<file path="config.mk">
export PLATFORM = sky130hd
export DESIGN_NAME = alu_arb
export DESIGN_NICKNAME = d
export VERILOG_FILES = /design/src/rtl/alu_arb.sv
export SDC_FILE = /design/constraint.sdc
export NUM_CORES = 1
export LEC_CHECK = 0
export ABC_AREA = 1
export BUFFER_PORTS_ARGS = -buffer_cell sky130_fd_sc_hd__buf_2
export CAP_MARGIN = 30
export CORE_MARGIN = 2
export CORE_UTILIZATION = 55
export DETAILED_ROUTE_END_ITERATION = 12
export PLACE_DENSITY = 0.78
export SLEW_MARGIN = 25
export SYNTH_ARGS = -nofsm -noshare
export SYNTH_HDL_FRONTEND = slang
export SYNTH_SLANG_ARGS = --single-unit
</file>
<file path="constraint.sdc">
create_clock -name clk -period 5.3 [get_ports clk]
set_input_delay 0.53 -clock clk [delete_from_list [all_inputs] [get_ports clk]]
set_output_delay 0.53 -clock clk [all_outputs]
set_load 0.02 [all_outputs]
</file>
<file path="src/rtl/alu_arb.sv">
// Two-port round-robin arbiter in front of a single 32-bit ALU.
// One operation in flight at a time: IDLE (accept) -> EXEC (evaluate) -> RESP (hold result).
module alu_arb #(
    parameter int unsigned WIDTH = 32
) (
    input  logic             clk,
    input  logic             rst_n,
    input  logic             req0_valid,
    output logic             req0_ready,
    input  logic [3:0]       req0_op,
    input  logic [WIDTH-1:0] req0_a,
    input  logic [WIDTH-1:0] req0_b,
    input  logic             req1_valid,
    output logic             req1_ready,
    input  logic [3:0]       req1_op,
    input  logic [WIDTH-1:0] req1_a,
    input  logic [WIDTH-1:0] req1_b,
    output logic             rsp_valid,
    input  logic             rsp_ready,
    output logic             rsp_id,
    output logic [WIDTH-1:0] rsp_data,
    output logic             rsp_over,
    output logic             rsp_err
);

    typedef enum logic [1:0] {StIdle, StExec, StResp} state_e;

    localparam logic [3:0] OpAdd = 4'b0000;
    localparam logic [3:0] OpSub = 4'b0001;
    localparam logic [3:0] OpOr  = 4'b0010;
    localparam logic [3:0] OpAnd = 4'b0011;
    localparam logic [3:0] OpSlt = 4'b0100;

    state_e           state_q, state_d;
    logic             last_q, last_d;
    logic             id_q, id_d;
    logic [3:0]       op_q, op_d;
    logic [WIDTH-1:0] a_q, a_d;
    logic [WIDTH-1:0] b_q, b_d;
    logic             rsp_id_q, rsp_id_d;
    logic [WIDTH-1:0] rsp_data_q, rsp_data_d;
    logic             rsp_over_q, rsp_over_d;
    logic             rsp_err_q, rsp_err_d;

    logic             grant0, grant1;
    logic             accept0, accept1;
    logic [WIDTH-1:0] sum, diff;
    logic [WIDTH-1:0] alu_data;
    logic             alu_over, alu_err;

    // On contention the requester that was not granted last time wins.
    always_comb begin
        grant0     = req0_valid && (!req1_valid || last_q);
        grant1     = req1_valid && (!req0_valid || !last_q);
        req0_ready = rst_n && (state_q == StIdle) && grant0;
        req1_ready = rst_n && (state_q == StIdle) && grant1;
        accept0    = req0_valid && req0_ready;
        accept1    = req1_valid && req1_ready;
    end

    always_comb begin
        sum      = a_q + b_q;
        diff     = a_q - b_q;
        alu_data = '0;
        alu_over = 1'b0;
        alu_err  = 1'b0;
        case (op_q)
            OpAdd: begin
                alu_data = sum;
                alu_over = (a_q[WIDTH-1] == b_q[WIDTH-1]) && (sum[WIDTH-1] != a_q[WIDTH-1]);
            end
            OpSub: begin
                alu_data = diff;
                alu_over = (a_q[WIDTH-1] != b_q[WIDTH-1]) && (diff[WIDTH-1] != a_q[WIDTH-1]);
            end
            OpOr:    alu_data = a_q | b_q;
            OpAnd:   alu_data = a_q & b_q;
            OpSlt:   alu_data = {{(WIDTH-1){1'b0}}, ($signed(a_q) < $signed(b_q))};
            default: alu_err = 1'b1;
        endcase
    end

    always_comb begin
        state_d    = state_q;
        last_d     = last_q;
        id_d       = id_q;
        op_d       = op_q;
        a_d        = a_q;
        b_d        = b_q;
        rsp_id_d   = rsp_id_q;
        rsp_data_d = rsp_data_q;
        rsp_over_d = rsp_over_q;
        rsp_err_d  = rsp_err_q;
        unique case (state_q)
            StIdle: begin
                if (accept0 || accept1) begin
                    state_d = StExec;
                    last_d  = accept1;
                    id_d    = accept1;
                    op_d    = accept1 ? req1_op : req0_op;
                    a_d     = accept1 ? req1_a  : req0_a;
                    b_d     = accept1 ? req1_b  : req0_b;
                end
            end
            StExec: begin
                state_d    = StResp;
                rsp_id_d   = id_q;
                rsp_data_d = alu_data;
                rsp_over_d = alu_over;
                rsp_err_d  = alu_err;
            end
            StResp: begin
                if (rsp_ready) begin
                    state_d = StIdle;
                end
            end
            default: state_d = StIdle;
        endcase
    end

    always_ff @(posedge clk or negedge rst_n) begin
        if (!rst_n) begin
            state_q    <= StIdle;
            last_q     <= 1'b1;
            id_q       <= 1'b0;
            op_q       <= '0;
            a_q        <= '0;
            b_q        <= '0;
            rsp_id_q   <= 1'b0;
            rsp_data_q <= '0;
            rsp_over_q <= 1'b0;
            rsp_err_q  <= 1'b0;
        end else begin
            state_q    <= state_d;
            last_q     <= last_d;
            id_q       <= id_d;
            op_q       <= op_d;
            a_q        <= a_d;
            b_q        <= b_d;
            rsp_id_q   <= rsp_id_d;
            rsp_data_q <= rsp_data_d;
            rsp_over_q <= rsp_over_d;
            rsp_err_q  <= rsp_err_d;
        end
    end

    assign rsp_valid = (state_q == StResp);
    assign rsp_id    = rsp_id_q;
    assign rsp_data  = rsp_data_q;
    assign rsp_over  = rsp_over_q;
    assign rsp_err   = rsp_err_q;

endmodule

</file>
==> results.txt <==
1st-iter DRT viols - 1331
Status - complete, no violations
Clock power share - 8.0%
Largest area contributor in the netlist - dfrtp_1
Share of layout cells above drive strength 1 - 13.84%
Worst path required time - 4.77 ns
First-pass GRT wire length - 58100 um
# diodes - 0
FF-to-FF Start - b_q[6]
Register share of total power - 16.1%
Clock Tree Buf Depth - 2
MaxCap Viol Count - 0
Yosys reg bits - 107
Syn Nets - 2020
Syn Inst Count - 1778
Yosys top cell area share - 24.33%
Max-slew violation count - 0
Insertion delay to the later sink of the worst-skew pair - 0.39 ns
Worst setup EP type - primary output
Net Sw Frac - 60.91%
Register-to-Register Path Depth - 13
Initial antenna violation count - 0
Leak - 7.025 nW
Critical path arrival - 2.39 ns
Root Driver - clkbuf_16
TritonCTS clock tree - done
R2R setup slack - 2.52 ns
Final instance area - 12150 um^2
Detailed Routing Iterations Pass 1 - 6
Gr ovfl total - 0
Setup slack after layout - 2.381 ns
Net count, final - 2145
Final ANT Viol Nets - 0
Placement Rows - 51
Synth cell types - 42
Initial core utilization - 56.01%
Via Count - 11885
Top Ports - 179
Pwr dens - 740.8 nW/um^2
Worst-margin pin slew - 0.8373 ns
Crit path largest cell delay - 0.50 ns
CP endpoint - req1_ready
Seq/Total Area, Yosys - 24.57%
Top post-synthesis cells by area - dfrtp_1 24%, nand2_1 18%, ha_1 11%
Worst clock skew - 0.02037 ns
Power, Total - 9.003 mW
Width of the die - 144.8 um
CP Class - in -> out
Vias in the first global route - 10757
Port Buffer Count - 178
Pint - 3.519 mW
Worst-path fanout max - 72
Largest net degree at the start of global routing - 78
Critical path launch point - rst_n
Setup TNS - 0 ns
P&R area growth vs syn - 11.48%
Startpoint class of the critical path - input port
Slew margin rel. - 44.18%
Psw - 5.484 mW
WHS - 0.1281 ns
Place WS - 2.277 ns
Commonest non-fill, non-tap cells in the layout - 535 x nand2_1, 323 x inv_1, 177 x buf_2, 150 x nor2_1, 111 x nand3_1
Final Hold Vio Count - 0
Cell area after placement - 11840 um^2
Drt drc - 0
Netlist Area Pre-Place - 10900 um^2
RSZ-0062 raised after global routing - false
Hold Path Class - in -> async
Drt wl/cell - 17.54 um
Core Area - 19460 um^2
Logic pwr share - 75.9%
Tot GR Track Use - 36.85%
Final setup violation count - 0
Crit path cell chain - buf_4, nand3_1, inv_1, nand2_4, inv_2, buf_2
Die height - 144.8 um
Period utilisation layout - 55.07%
# hold bufs at CTS - 0
H-tree levels - 3
Peak VDD IR - 0.0004106 V
CTS sink count - 107
Clock slew at reported path FFs - 0.09 ns
CTS Buf Count - 9
Post-CTS Resized - 0
Placer Congestion - 1.026
Postcts setup bufs - 0
Mean Syn Cell Area - 6.131 um^2
Via density - 5.469
Fin crit period - 2.919 ns
WL final - 38110 um
Worst reg2reg endpoint - rsp_data[16]
Slowest-stage cell, CP - inv_2
Fill count - 1914
Most common cell after layout, fill and taps aside - nand2_1
Post-detail-place hpwl - 30700 um
Yosys warning count - 0
Fmax achieved - 342.6 MHz
Die area - 20960 um^2
==> worst max-delay path: cells and delay by family <==
family	cells	cell delay (ns)
AND/OR/NAND/NOR	2	0.52
buffers and inverters	4	1.33
==> cell families after synthesis <==
group	Yosys count	share of synthesized area, %
AOI/OAI and AO/OA	276	14.21
and+or+nand+nor	884	34.16
DFF	107	24.57
xor gates and xnor gates	3	0.2411
adders and majority gates	101	11.73
buffers and inverters	407	15.09
==> metal layers <==
metal | up-vias | global-route usage (%) | wire length, um
met5 | - | 0 | 0
met4 | 0 | 8.840 | 677
met3 | 46 | 10.43 | 4491
met2 | 608 | 53.82 | 15860
met1 | 5410 | 53.55 | 17080
li1 | 5821 | - | -
==> how the worst min path moves through the flow <==
stage                       from            to  slack [ns]  cells after the start
floorplan                  rst_n        a_q[0]        0.23                      0
global placement    rsp_data[27]  rsp_data[27]        0.46                      2
detailed placement  rsp_data[10]  rsp_data[10]        0.46                      2
CTS                        rst_n        a_q[0]        0.16                      1
global route               rst_n        a_q[0]        0.17                      1
finish                     rst_n        a_q[0]        0.13                      1
==> cell usage after synthesis (all sizes together) <==
cell / number
o21bai: 4
nor4: 3
o21ai: 111
nor3: 12
dfstp: 1
nor2: 168
o31ai: 2
a221oi: 1
inv: 333
nand3: 118
and3: 2
a31oi: 8
a21oi: 56
o22ai: 87
ha: 99
and2: 1
clkinv: 2
nand4: 14
o2111ai: 4
buf: 37
nand2: 555
a211oi: 1
fa: 2
o211ai: 2
xor2: 3
clkbuf: 35
nand3b: 11
dfrtp: 106
==> flip-flops by register name (all words and copies together), names as in the netlist <==
signal and count:
rsp_data 32, id_q 1, last_q 1, rsp_id 1, rsp_err 1, a_q 32, state_q 2, rsp_over 1
b_q 32, op_q 4
==> final cells by class <==
cell class | count | area, um^2 | area share, %
Tap cell | 265 | 331.6 | 2.728
Multi-Input combinational cell | 1264 | 6598 | 54.29
Sequential cell | 107 | 2679 | 22.04
Timing Repair Buffer | 186 | 988.4 | 8.133
Clock buffer | 9 | 225.2 | 1.853
Inverter | 335 | 1257 | 10.35
Clock inverter | 7 | 73.82 | 0.6074
==> power groups by stage <==
stage | registers [mW] | logic [mW] | clock network [mW]
2_1_floorplan | 1.52 | 4.75 | 0
3_3_place_gp | 1.44 | 6.50 | 0
3_5_place_dp | 1.46 | 6.60 | 0
4_1_cts | 1.45 | 6.63 | 0.720
5_1_grt | 1.50 | 7.54 | 0.755
6_report | 1.45 | 6.83 | 0.719
==> metrics by stage <==
| step | instances | util (%) |
|---|---|---|
| 2_1_floorplan | 1778 | - |
| 3_3_place_gp | 2154 | 60.56 |
| 3_5_place_dp | 2156 | 60.83 |
| 4_1_cts | 2172 | 62.37 |
| 5_1_grt | 2173 | 62.44 |
| 6_report | 2173 | 62.44 |
(Power assumes the default switching activity.)
